File: src/rtl/mult_pkg.sv
// Shared definitions for the sequential multiplier: state encoding and
// iteration constants tied to the FA16 adder width.
package mult_pkg;

    localparam int WIDTH     = 16;
    localparam int CNT_W     = 5;
    localparam int LAST_ITER = WIDTH - 1;

    // 2'd3 is never entered intentionally; the controller treats it as IDLE.
    typedef enum logic [1:0] {
        IDLE = 2'd0,
        RUN  = 2'd1,
        DONE = 2'd2
    } state_t;

    function automatic logic is_accepting(input state_t s);
        return (s == IDLE) || (s == DONE);
    endfunction

endpackage

File: src/rtl/FA16.sv
// 16-bit ripple-carry adder built from a chain of single-bit full-adder cells.
module FA16 (
    input  logic [15:0] A,
    input  logic [15:0] B,
    input  logic        CIn,
    output logic [15:0] S,
    output logic        COut
);

    logic [16:0] carry;

    assign carry[0] = CIn;

    for (genvar i = 0; i < 16; i++) begin : g_bit
        assign S[i]       = A[i] ^ B[i] ^ carry[i];
        assign carry[i+1] = (A[i] & B[i]) | (carry[i] & (A[i] ^ B[i]));
    end

    assign COut = carry[16];

endmodule

File: src/rtl/seq_mult16.sv
// Sequential unsigned 16x16 shift-and-add multiplier reusing one FA16 over
// sixteen iterations, with a Start/Busy/Done handshake and a held product.
module seq_mult16
    import mult_pkg::*;
#(
    parameter int WIDTH = 16,
    parameter int CNT_W = 5
) (
    input  logic               Clk,
    input  logic               Rst,
    input  logic               Start,
    input  logic [WIDTH-1:0]   A,
    input  logic [WIDTH-1:0]   B,
    output logic               Busy,
    output logic               Done,
    output logic [2*WIDTH-1:0] P
);

    if (WIDTH != 16 || (2 ** CNT_W) <= WIDTH) begin : g_bad_params
        $error("seq_mult16: WIDTH must be 16 and 2**CNT_W must exceed WIDTH");
    end

    state_t             state;
    logic [WIDTH-1:0]   m;
    logic [WIDTH-1:0]   acc;
    logic [WIDTH-1:0]   q;
    logic [CNT_W-1:0]   cnt;

    logic [WIDTH-1:0]   addend;
    logic [WIDTH-1:0]   sum;
    logic               carry_out;
    logic [2*WIDTH-1:0] next_acc_q;

    assign addend = q[0] ? m : '0;

    FA16 u_adder (
        .A    (acc),
        .B    (addend),
        .CIn  (1'b0),
        .S    (sum),
        .COut (carry_out)
    );

    // The adder carry becomes the new ACC MSB after the right shift; losing it
    // corrupts products whose partial sums overflow 16 bits.
    assign next_acc_q = {carry_out, sum, q[WIDTH-1:1]};

    always_ff @(posedge Clk or posedge Rst) begin
        if (Rst) begin
            state <= IDLE;
            m     <= '0;
            acc   <= '0;
            q     <= '0;
            cnt   <= '0;
            P     <= '0;
            Busy  <= 1'b0;
            Done  <= 1'b0;
        end else begin
            Done <= 1'b0;
            case (state)
                IDLE, DONE: begin
                    if (Start) begin
                        m     <= A;
                        q     <= B;
                        acc   <= '0;
                        cnt   <= '0;
                        Busy  <= 1'b1;
                        state <= RUN;
                    end else begin
                        Busy  <= 1'b0;
                        state <= IDLE;
                    end
                end
                RUN: begin
                    {acc, q} <= next_acc_q;
                    cnt      <= cnt + 1'b1;
                    if (cnt == CNT_W'(LAST_ITER)) begin
                        P     <= next_acc_q;
                        Busy  <= 1'b0;
                        Done  <= 1'b1;
                        state <= DONE;
                    end
                end
                default: begin
                    Busy  <= 1'b0;
                    state <= IDLE;
                end
            endcase
        end
    end

    // Handshake invariants: outputs are mutually exclusive and Done is a pulse.
    assert property (@(posedge Clk) disable iff (Rst) !(Busy && Done));
    assert property (@(posedge Clk) disable iff (Rst) Done |=> !Done);
    assert property (@(posedge Clk) disable iff (Rst) Busy == (state == RUN));
    assert property (@(posedge Clk) disable iff (Rst) Done == (state == DONE));
    assert property (@(posedge Clk) disable iff (Rst)
                     is_accepting(state) |-> !Busy);

endmodule
File: config.mk
export PLATFORM = sky130hd
export DESIGN_NAME = seq_mult16
export DESIGN_NICKNAME = d
export VERILOG_FILES = /design/src/rtl/mult_pkg.sv /design/src/rtl/FA16.sv /design/src/rtl/seq_mult16.sv
export SDC_FILE = /design/constraint.sdc
export NUM_CORES = 1
export LEC_CHECK = 0
export CAP_MARGIN = 20
export CORE_UTILIZATION = 54
export CTS_BUF_LIST = sky130_fd_sc_hd__clkbuf_4 sky130_fd_sc_hd__clkbuf_8
export DETAILED_ROUTE_END_ITERATION = 8
export HOLD_SLACK_MARGIN = 0.02
export PLACE_DENSITY = 0.86
export SYNTH_ARGS = -nofsm -noshare
export SYNTH_HDL_FRONTEND = slang
export SYNTH_SLANG_ARGS = --single-unit
File: constraint.sdc
create_clock -name Clk -period 9.7 [get_ports Clk]
set_clock_uncertainty 0.2 [all_clocks]
set_input_delay 2.425 -clock Clk [delete_from_list [all_inputs] [get_ports Clk]]
set_output_delay 2.425 -clock Clk [all_outputs]
set_load 0.005 [all_outputs]
==> results summary <==
The peak supply drop came out at 0.134 mV. Of the cells placed in the final design, the portion with a size suffix greater than 1 is 10.4%. After synthesis, the largest area contributor takes up 57.7% of total cell area. The count of pins on the block boundary came out at 69. By area the synthesized netlist is led by dfrtp_1, nand2_1, fa_1, mux2_2, o2bb2ai_1. The number of cells produced by synthesis came out at 345. The area of the core region came out at 0.00687 sq mm. The endpoint identified for the worst register-to-register timing path is P[30]. The share of the cycle needed by the critical path after routing is 76.5%. Across the run, the number of max-cap violations was 0. The number of distinct library cells after synthesis is 25. Entering global routing, the biggest net connects 90 pins.

The overall routed net length is 7590 microns. The number of core rows is 30. The number of antenna diodes in the final layout is 0. The total count of max-transition violations in the final report came out at 0.

The overall die area came out at 0.00750 sq mm. The starting density of the core is 56.2%. The cell count of the worst hold path came out at 2. The average wire per standard cell came out at 14.9 microns.

The worst setup path is launched from a flip-flop. The clock passes through at most 2 buffers. The start point of the worst min-delay path is m[0]. Detailed routing placed a total of 290 microns of wire on met3. The insertion delay to the later sink of the worst-skew pair is 0.35 ns. The mean area per synthesized cell came out at 11.2 sq um. The leakage power of the design is 2.16 nW.

In this run the critical register-to-register path is launched from q[0]. The residual DRC count came out at 0. The number of warnings reported in the yosys synthesis log is 0.

The total standard cell area after synthesis came out at 0.00386 sq mm. The number of cells on the worst reg-to-reg path is 21. The via count of the first global-routing pass came out at 2,689. After detailed routing, no signal wire sits above met4. The post-synthesis async set-or-reset flop share is 100%. The worst slew margin relative to its limit is 32.0%. STA classifies the critical path endpoint as a flip-flop. Among all flip-flop cells after synthesis, the most frequent one is dfrtp_1. The class of the worst hold path is reg -> reg. The areal power density over the cells is 327 mW/mm^2. The floorplan step set the die height to 86.6 microns.

For the pin with the worst max-slew slack, the measured transition is 1.02 ns. Data on the critical path arrives at its endpoint at 7.45 ns. The layout-stage area growth over the synthesis result came out at 24.3%. By startpoint and endpoint, the worst setup path is classified as reg -> reg. The buffers inserted during post-CTS setup optimization came out at 0. The total negative setup slack is 0 ns. Sorting the synthesized cells by how often they occur yields nand2_1, dfrtp_1, inv_1. The first TritonRoute pass finished after 4 iterations. Buffers placed on the I/O ports in this run total 68.

Setup repair after global routing left no endpoint under its margin. The dominant cell type by area after synthesis is dfrtp_1. Counting every net in the synthesized netlist gives 398. The number of antenna violations at the first check in global routing came to 0.

In this run the clock root is driven by a clkbuf_8. The total number of clock tree sinks is 89. The half-perimeter wire length of the detailed placement result is 5170 microns. The number of buffers inserted for hold repair after clock tree synthesis came out at 0. The via-per-instance ratio is 5.28. The worst slack at placement is 2.34 ns. The path with the worst hold slack has its endpoint at m[0]. The count of state elements after synthesis came out at 89. Routability-driven placement finished with a final weighted congestion of 0.745. The worst-case register-to-register setup slack came out at 2.28 ns. TritonCTS built the clock tree. The clock tree synthesis step divided the H-tree into 3 levels. The detailed-route via count came out at 2,687. The first global-routing pass estimated 12,700 microns of wire.

The final-report hold violation count was 0. For this run, the top clock speed supported by timing is 135 MHz. The final worst-path setup slack came out at 2.28 ns. The final antenna-violating net count came out at 0.

The aggregate global-route resource usage came out at 22.4%. The run finished with clean final reports. The peak fanout along the critical path is 17. The data required time at the worst endpoint is 9.73 ns. The sequential element share of the synthesized area came out at 57.7%.

The horizontal die dimension came out at 86.6 microns. The met1 wire length came out at 3350 microns. The total overflow reported by the global router is 0. For this block, the initial DRC count from the detailed router was 169. nand2_1 is the most common cell in the netlist. In this run, synthesis inferred 0 flip-flops with an integrated enable. The final setup violation count is 0.

The final critical path time including I/O delays and setup came out at 7.42 ns. The number of CTS-inserted buffers is 9. The wire length on met2 came out at 3780 microns. Gates resized during post-CTS repair numbered 0. The final net count came out at 461.

The clock transition at the registers of the reported paths is 0.09 ns.
logic make-up after synthesis:
family	share of synthesized area [%]
compound gates	9.59
mux	5.77
flops	57.7
fa+ha+maj	8.75
simple gates	13.3
buf+inv	4.96
flip-flops by register name, summed over array words and instances, names as in the netlist:
| name | cells |
|---|---|
| acc | 16 |
| cnt | 5 |
| Done | 1 |
| m | 16 |
| P | 32 |
| Busy | 1 |
| q | 16 |
| state | 2 |
cell usage in the layout (no fill, tap or decap), drive strengths merged:
master,instances
o31ai,1
mux2,18
a22o,2
clkinvlp,3
nand2b,2
ha,3
clkbuf,10
clkinv,3
nand2,95
inv,22
nand3,17
clkdlybuf4s50,68
and2,2
nand4,1
and2b,1
o2bb2ai,16
nor2,1
mux2i,2
dfrtp,89
nor2b,1
nand3b,1
o21ai,17
and3,1
buf,6
fa,15
a22oi,16
stage by stage:
step                      std cells  area, sq um  hold WS [ns]  total power [mW]  utilization [%]
after global placement          492         4600         0.253              1.30             66.9
final                           509         4800         0.277              1.57             69.9
after global routing            509         4800         0.310              1.70             69.9
after detailed placement        492         4600         0.262              1.35             66.9
after CTS                       508         4770         0.278              1.58             69.5
after floorplan                 345         3860         0.237              1.07                -
power by group:
| part | internal, mW | switching [mW] |
|---|---|---|
| sequential | 0.555 | 0.115 |
| clock | 0.100 | 0.130 |
| combinational | 0.341 | 0.331 |
final cells by class:
class	instances	area (sq um)
tap	96	120
multi-input combinational	212	1450
timing repair buffer	74	746
sequential	89	2230
fill	492	2070
clock inverter	6	41.3
inverter	22	83.8
clock buffer	10	138
critical path, cell delays in order (launching register included):
cell,delay (ns)
dfrtp_1,0.70
and2_1,0.22
ha_1,0.14
inv_1,0.05
fa_1,0.38
fa_1,0.41
fa_1,0.39
fa_1,0.39
fa_1,0.39
fa_1,0.41
fa_1,0.39
fa_1,0.38
fa_1,0.38
fa_1,0.37
inv_1,0.08
fa_1,0.20
inv_1,0.07
fa_1,0.37
fa_1,0.39
fa_1,0.38
fa_1,0.51
o21ai_0,0.09
metal layers:
metal	vias to the layer above	track usage, %
li1	1272	-
met1	1333	30.2
met3	15	5.05
met4	0	8.18
met5	-	0
met2	67	35.9
worst max path at each step:
| stage | endpoint | startpoint | cells past startpoint |
|---|---|---|---|
| after global placement | P[30] | q[0] | 21 |
| after global routing | P[30] | q[0] | 21 |
| after CTS | P[30] | q[0] | 21 |
| final | P[30] | q[0] | 21 |
| after floorplan | P[30] | q[0] | 22 |
| after detailed placement | P[30] | q[0] | 21 |
(Power assumes the default switching activity.)
